### config.mk
export PLATFORM = sky130hd
export DESIGN_NAME = bit_unstuff_block
export DESIGN_NICKNAME = d
export VERILOG_FILES = /design/src/rtl/bit_unstuff_block_pkg.sv /design/src/rtl/bit_unstuff_block_byte_assembler.sv /design/src/rtl/bit_unstuff_block.sv
export SDC_FILE = /design/constraint.sdc
export NUM_CORES = 1
export LEC_CHECK = 0
export CAP_MARGIN = 20
export CELL_PAD_IN_SITES_DETAIL_PLACEMENT = 1
export CELL_PAD_IN_SITES_GLOBAL_PLACEMENT = 2
export CORE_UTILIZATION = 34
export DETAILED_ROUTE_END_ITERATION = 16
export PLACE_DENSITY = 0.83
export SYNTH_ARGS = -nofsm -noshare
export SYNTH_HDL_FRONTEND = slang
export SYNTH_HIERARCHICAL = 1
export SYNTH_SLANG_ARGS = --single-unit
### constraint.sdc
create_clock -name CLK -period 2.6 [get_ports CLK]
set_input_delay 0.39 -clock CLK [delete_from_list [all_inputs] [get_ports CLK]]
set_output_delay 0.39 -clock CLK [all_outputs]
set_load 0.005 [all_outputs]
### src/rtl/bit_unstuff_block_pkg.sv
// rtl/bit_unstuff_block_pkg.sv - shared SIE bit-stuffing constants and run-state type
package bit_unstuff_block_pkg;

    // Same constants the transmit-side stuffer uses
    localparam int SIE_MAX_ONES = 6;
    localparam int SIE_BYTE_W   = 8;
    localparam int SIE_CNT_W    = 3;

    // COUNT: fewer than MAX_ONES ones seen; STUFF_SLOT: next bit must be a stuff zero
    typedef enum logic {
        RUN_COUNT      = 1'b0,
        RUN_STUFF_SLOT = 1'b1
    } run_state_t;

endpackage

### src/rtl/bit_unstuff_block_byte_assembler.sv
// rtl/bit_unstuff_block_byte_assembler.sv - LSB-first byte assembler for unstuffed data bits
module sie_byte_assembler
    import bit_unstuff_block_pkg::*;
#(
    parameter int BYTE_W = SIE_BYTE_W
) (
    input  logic              clk,
    input  logic              resetn,
    input  logic              clear,
    input  logic              shift_en,
    input  logic              bit_in,
    output logic [BYTE_W-1:0] byte_out,
    output logic              byte_valid
);

    localparam int BC_W = (BYTE_W > 1) ? $clog2(BYTE_W) : 1;
    localparam logic [BC_W-1:0] LAST_BIT = BC_W'(BYTE_W - 1);

    logic [BYTE_W-1:0] shift_reg;
    logic [BC_W-1:0]   bit_cnt;
    logic [BYTE_W-1:0] shifted;

    // New bits enter at the MSB so the first received bit lands in bit 0
    always_comb begin
        shifted = {bit_in, shift_reg[BYTE_W-1:1]};
    end

    // Shift data bits in, publish a byte on every BYTE_W-th data bit, drop partial on clear
    always_ff @(posedge clk) begin
        if (!resetn) begin
            shift_reg  <= '0;
            bit_cnt    <= '0;
            byte_out   <= '0;
            byte_valid <= 1'b0;
        end else begin
            byte_valid <= 1'b0;
            if (clear) begin
                shift_reg <= '0;
                bit_cnt   <= '0;
            end else if (shift_en) begin
                if (bit_cnt == LAST_BIT) begin
                    byte_out   <= shifted;
                    byte_valid <= 1'b1;
                    shift_reg  <= '0;
                    bit_cnt    <= '0;
                end else begin
                    shift_reg <= shifted;
                    bit_cnt   <= bit_cnt + 1'b1;
                end
            end
        end
    end

endmodule

### src/rtl/bit_unstuff_block.sv
// rtl/bit_unstuff_block.sv - receive-side bit unstuffer with stuff-error detection and byte assembly
module bit_unstuff_block
    import bit_unstuff_block_pkg::*;
#(
    parameter int MAX_ONES = SIE_MAX_ONES,
    parameter int BYTE_W   = SIE_BYTE_W,
    parameter int CNT_W    = SIE_CNT_W
) (
    input  logic              CLK,
    input  logic              RST,
    input  logic              EnData,
    input  logic              Clr,
    input  logic              Data_in,
    output logic              Data_out,
    output logic              Data_valid,
    output logic              Stuffed,
    output logic              Stuff_err,
    output logic [BYTE_W-1:0] Byte_out,
    output logic              Byte_valid
);

    localparam logic [CNT_W-1:0] ONES_LAST = CNT_W'(MAX_ONES - 1);

    run_state_t       state;
    logic [CNT_W-1:0] ones;
    logic             take;
    logic             in_slot;
    logic             asm_shift;
    logic             asm_clear;

    // Decide what this cycle's sample means for the byte assembler
    always_comb begin
        take      = EnData & ~Clr;
        in_slot   = (state == RUN_STUFF_SLOT);
        asm_shift = take & ~in_slot;
        asm_clear = Clr | (take & in_slot & Data_in);
    end

    // Run-length FSM: count ones, strip the stuff zero, flag a one in the stuff slot
    always_ff @(posedge CLK) begin
        if (!RST) begin
            state      <= RUN_COUNT;
            ones       <= '0;
            Data_out   <= 1'b0;
            Data_valid <= 1'b0;
            Stuffed    <= 1'b0;
            Stuff_err  <= 1'b0;
        end else begin
            Data_valid <= 1'b0;
            Stuffed    <= 1'b0;
            Stuff_err  <= 1'b0;
            if (Clr) begin
                state <= RUN_COUNT;
                ones  <= '0;
            end else if (EnData) begin
                case (state)
                    RUN_STUFF_SLOT: begin
                        state <= RUN_COUNT;
                        ones  <= '0;
                        if (Data_in) begin
                            Stuff_err <= 1'b1;
                        end else begin
                            Stuffed <= 1'b1;
                        end
                    end
                    default: begin
                        Data_valid <= 1'b1;
                        Data_out   <= Data_in;
                        if (Data_in) begin
                            ones <= ones + 1'b1;
                            if (ones == ONES_LAST) begin
                                state <= RUN_STUFF_SLOT;
                            end
                        end else begin
                            ones <= '0;
                        end
                    end
                endcase
            end
        end
    end

    sie_byte_assembler #(
        .BYTE_W (BYTE_W)
    ) u_asm (
        .clk        (CLK),
        .resetn     (RST),
        .clear      (asm_clear),
        .shift_en   (asm_shift),
        .bit_in     (Data_in),
        .byte_out   (Byte_out),
        .byte_valid (Byte_valid)
    );

endmodule

; Yosys cells after proc, flatten, opt, wreduce, memory -nomap -nowiden
; Index checks and enable logic that the tools add are counted.
[totals]
out_inout_bits = 13
word_cells = 43
reg_bits = 28
inputBits = 5
[classes]
n_reduce_logical = 7
bitwise_logic = 11
muxes = 11
add_sub_neg = 2
n_eq_ne = 2
[op_table]
columns = operator, n
row1 = two-way mux 3 bit, 3
row2 = two-way mux 8 bit, 1
row3 = two-way mux 1 bit, 7
row4 = adder 3 x 1 -> 3 bit (second input constant), 2
row5 = equality test 3 bit (second input constant), 2
row6 = NOT 1 bit, 6
row7 = AND reduction 3 bit, 2
row8 = OR reduction 3 bit, 2
row9 = AND 1 bit, 4
row10 = OR reduction 2 bit, 2
row11 = OR reduction 4 bit, 1
row12 = OR 1 bit, 1

; Depth between registers and ports, before layout
[depth]
ltp_word = 7
depth_mapped = 6
mapped_depth_nobuf = 5

; By module
; Netlist, hierarchy kept.
[modules_own_cells]
columns = mod, seq_area_each_um2, n_inst, cells_per_inst, area_per_inst_um2
row1 = sie_byte_assembler, 380.4, 1, 83, 792.0
row2 = bit_unstuff_block, 160.2, 1, 38, 354.1

; Least setup slack after synthesis
; No wires, ideal clock.
[synth_timing]
path_kind = register to register
start = register state (netlist: in_slot)
end = register u_asm.bit_cnt[0]
path_stages_with_launch = 6
arrival_time_ns = 1.280
setup_ns = 0.066
setup_slack_ns = 1.254
period_less_slack_ns = 1.346
t_required_ns = 2.534
n_path_buf = 2
path_cell_list = dfxtp_1 buf_2 nor3b_2 buf_4 or3b_1 a21oi_2
[synth_between]
elab_cells_between_ends = 6
cone_classes = bitwise (5) / reduce/logical (1)
[synth_lines]
columns = item, line
row1 = start: declaration, bit_unstuff_block.sv:24  ; run_state_t state;
row2 = start signal: assignment, bit_unstuff_block.sv:42  ; state <= RUN_COUNT;
row3 = start signal: assignment, bit_unstuff_block.sv:53  ; state <= RUN_COUNT;
row4 = start signal: assignment, bit_unstuff_block.sv:58  ; state <= RUN_COUNT;
row5 = NOT 1 bit (no source line), -
row6 = AND 1 bit, bit_unstuff_block.sv:35  ; asm_shift = take & ~in_slot;
row7 = net asm_shift, bit_unstuff_block.sv:28  ; logic asm_shift;
row8 = end signal: assignment, bit_unstuff_block_byte_assembler.sv:48  ; bit_cnt <= bit_cnt + 1'b1;
row9 = end: declaration, bit_unstuff_block_byte_assembler.sv:20  ; logic [BC_W-1:0] bit_cnt;
; The timed path passes the listed nets, and every way through them passes these cells.
; A chain may end at the register's enable or synchronous reset.

; Worst setup path in the final report
[layout_timing]
start = register u_asm.bit_cnt[0]
end = register u_asm.byte_out[7]
[layout_between]
elab_chain_len = 2
[layout_rtl]
columns = item, line
row1 = equality test 3 bit, bit_unstuff_block_byte_assembler.sv:41  ; if (bit_cnt == LAST_BIT) begin
row2 = AND reduction 3 bit (no source line), -
row3 = end signal: assignment, bit_unstuff_block_byte_assembler.sv:42  ; byte_out <= shifted;
row4 = end: declaration, bit_unstuff_block_byte_assembler.sv:12  ; output logic [BYTE_W-1:0] byte_out,
; Every way passes these cells.

==> impl_metrics.ini <==
[worst_setup_path]
cp-end-kind = register
crit_path_max_fanout = 10
worstPathArrival_ns = 1.93
crit_type = reg2reg
slowest_delay_ns = 0.51
r2r-end = u_asm/byte_out[7]$_SDFFE_PN0P_
critPathLaunchType = register
r2r_slack_ns = 0.94
required_ns = 2.87
crit_chain = ha_1 -> ha_1 -> and3b_1 -> mux2i_1
slowest_stage = and3b_1
crit_path_frequent_cell = ha_1
r2r_cells = 4
rr_startpoint = u_asm/bit_cnt[0]$_SDFFE_PP0P_

[synthesis]
ys_types = 26
synthTopCellsByArea = dfxtp_1 (47%), mux2i_1 (9.6%), nand2_1 (6.6%)
synth_fp_nets = 130
synth_top_area_share_pct = 47.2
synth_most_common_cell = dfxtp_1
ys.warnings.count = 6
synth-main-ff-cell = dfxtp_1
synth_area_leader_cell = dfxtp_1
ys_ff_latch = 27
syn_inst = 121
avgSynthCellArea_um2 = 9.47
synth_seq_area_share_pct = 47.2
synth_edf_count = 0
synthTopCellsByCount = dfxtp_1 (27), nand2_1 (20), a21oi_1 (11), mux2i_1 (11), nand2b_1 (10)
synthesis.area_um2 = 1150
async_flop_share_pct = 0

[routing]
first_pass_iters = 4
routed_wirelength_mm = 2.30
ant_nets = 0
drcViolationCount = 0
drt_iter0_drc = 20
via_per_inst = 4.79
wl_per_cell_um = 12.7
route.vias.total = 867

[grt]
grt_pass1_vias = 829
grt_first_pass_wirelength_mm = 3.93
antenna_found_initial = 0
grt_max_degree = 21
grtUsageTotal_pct = 14.7
grt_overflow = 0

[job]
cap_violations = 0

[pwr]
p_total_uw = 645
power.density_nw_per_um2 = 472
leakagePower_uw = 0.000453
irDropWorstVdd_mv = 0.179

[clock_tree]
cts.sinks = 27
cts_tree = done
cts-buffers-inserted = 3
h-tree-depth = 1
cts-root-buf = clkbuf_4
cts_resized = 0
insertion_delay_ns = 0.32
path_clk_slew_ns = 0.15
clockBufferDepth = 2
ctsHoldBuffers = 0
cts_setup_buffers = 0

[finish]
drive_gt1_share_pct = 8.03
final_nets = 147
areaGrowthSynthToFinish_pct = 19.3
largest_reg_flops = 8
n_fill_cell = 368
n_antenna_cell = 0

[hold_path]
hp-class = reg2reg
min_path_cells = 2
hold_path.startpoint = u_asm/byte_out[4]$_SDFFE_PN0P_
hold_end = u_asm/byte_out[4]$_SDFFE_PN0P_

[sta]
final.setup_skew_ns = 0.00334
fin_crit_ns = 1.66
finalSetupViolations = 0
worst_pin_slew_ns = 0.489
timing.final.crit_share_pct = 63.9
slew_headroom_pct = 67.4
hold_viol_final = 0
max_freq_ghz = 0.602
drv_slew = 0
worst_slack_ns = 0.939
rsz0062_at_grt = no
setup_tns_ns = 0
whs_ns = 0.469

[floorplan]
rows = 20
die_y_um = 60.1
start_util_pct = 36.6
core-area_um2 = 3130
fp.dieW_um = 60.1
dieArea_um2 = 3610
io-pin-count = 18

[place]
dp_slack_ns = 0.587
place_congestion = 0.661
dp_hpwl_mm = 1.62
port_buffers = 17

[outcome]
status = completed
-- cell type report --
type,count,area (µm²),area share (%)
Inverter,3,11.3,0.823
Timing Repair Buffer,19,185,13.5
Tap cell,44,55.1,4.03
Sequential cell,27,541,39.5
Clock inverter,1,5.00,0.366
Multi-Input combinational cell,84,548,40.1
Clock buffer,3,22.5,1.65
-- through the flow --
step           cell area (µm²)  util (%)  instances
2_1_floorplan             1150         -        121
3_3_place_gp              1340      42.8        177
3_5_place_dp              1340      42.8        177
4_1_cts                   1370      43.7        181
5_1_grt                   1370      43.7        181
6_report                  1370      43.7        181
-- cells by family (layout without fill, tap and decap cells) --
group / after synthesis / count (layout) / share of synthesized area, %
DFF: 27 / 27 / 47.2
muxes: 11 / 11 / 9.61
and+or+nand+nor: 55 / 55 / 27.2
buffers and inverters: 10 / 26 / 5.02
AOI/OAI and AO/OA: 14 / 14 / 6.66
adders and majority gates: 4 / 4 / 4.37
-- report_power, final --
group	internal [µW]	switching, µW	leakage [µW]
Clock	57.7	126	0.0000177
Sequential	417	2.03	0.000218
Combinational	19.5	23.6	0.000217
-- per-layer routing --
metal / part of all wire [%] / track usage [%] / up-vias
li1: - / - / 441
met1: 51 / 19.9 / 412
met2: 45 / 22.7 / 12
met3: 2.8 / 3.03 / 2
met4: 0.65 / 5.98 / 0
met5: 0 / 0 / -
-- cells in the final DEF, fill, tap and decap left out, types with 2 or more instances in the layout --
| cell | netlist | routed |
|---|---|---|
| nor2_1 | 5 | 5 |
| mux2i_1 | 11 | 11 |
| and4bb_2 | 2 | 2 |
| a21oi_1 | 11 | 11 |
| buf_4 | 2 | 2 |
| inv_1 | 2 | 2 |
| dfxtp_1 | 27 | 27 |
| clkdlybuf4s50_1 | 0 | 17 |
| nand2b_1 | 10 | 10 |
| nand2_1 | 20 | 20 |
| nor3_1 | 3 | 3 |
| nand3b_1 | 7 | 7 |
| ha_1 | 4 | 4 |
| clkbuf_4 | 0 | 3 |
-- worst max-delay path: cells and delay by family (launching register included) --
family        cells  cell delay (ns)
simple gates      1             0.51
flops             1             0.38
fa+ha+maj         2             0.47
mux               1             0.24
-- worst max-delay path by stage --
stage | startpoint | end | depth (start not counted)
finish | u_asm/bit_cnt[0]$_SDFFE_PP0P_ | u_asm/byte_out[7]$_SDFFE_PN0P_ | 4
global route | u_asm/bit_cnt[0]$_SDFFE_PP0P_ | u_asm/byte_out[2]$_SDFFE_PN0P_ | 4
CTS | u_asm/bit_cnt[0]$_SDFFE_PP0P_ | u_asm/byte_out[2]$_SDFFE_PN0P_ | 4
detailed placement | Data_in | u_asm/byte_out[3]$_SDFFE_PN0P_ | 5
global placement | EnData | u_asm/bit_cnt[0]$_SDFFE_PP0P_ | 5
floorplan | in_slot$_SDFFE_PP0P_ | u_asm/bit_cnt[0]$_SDFFE_PP0P_ | 5
Power figures use the tool's default switching activity.
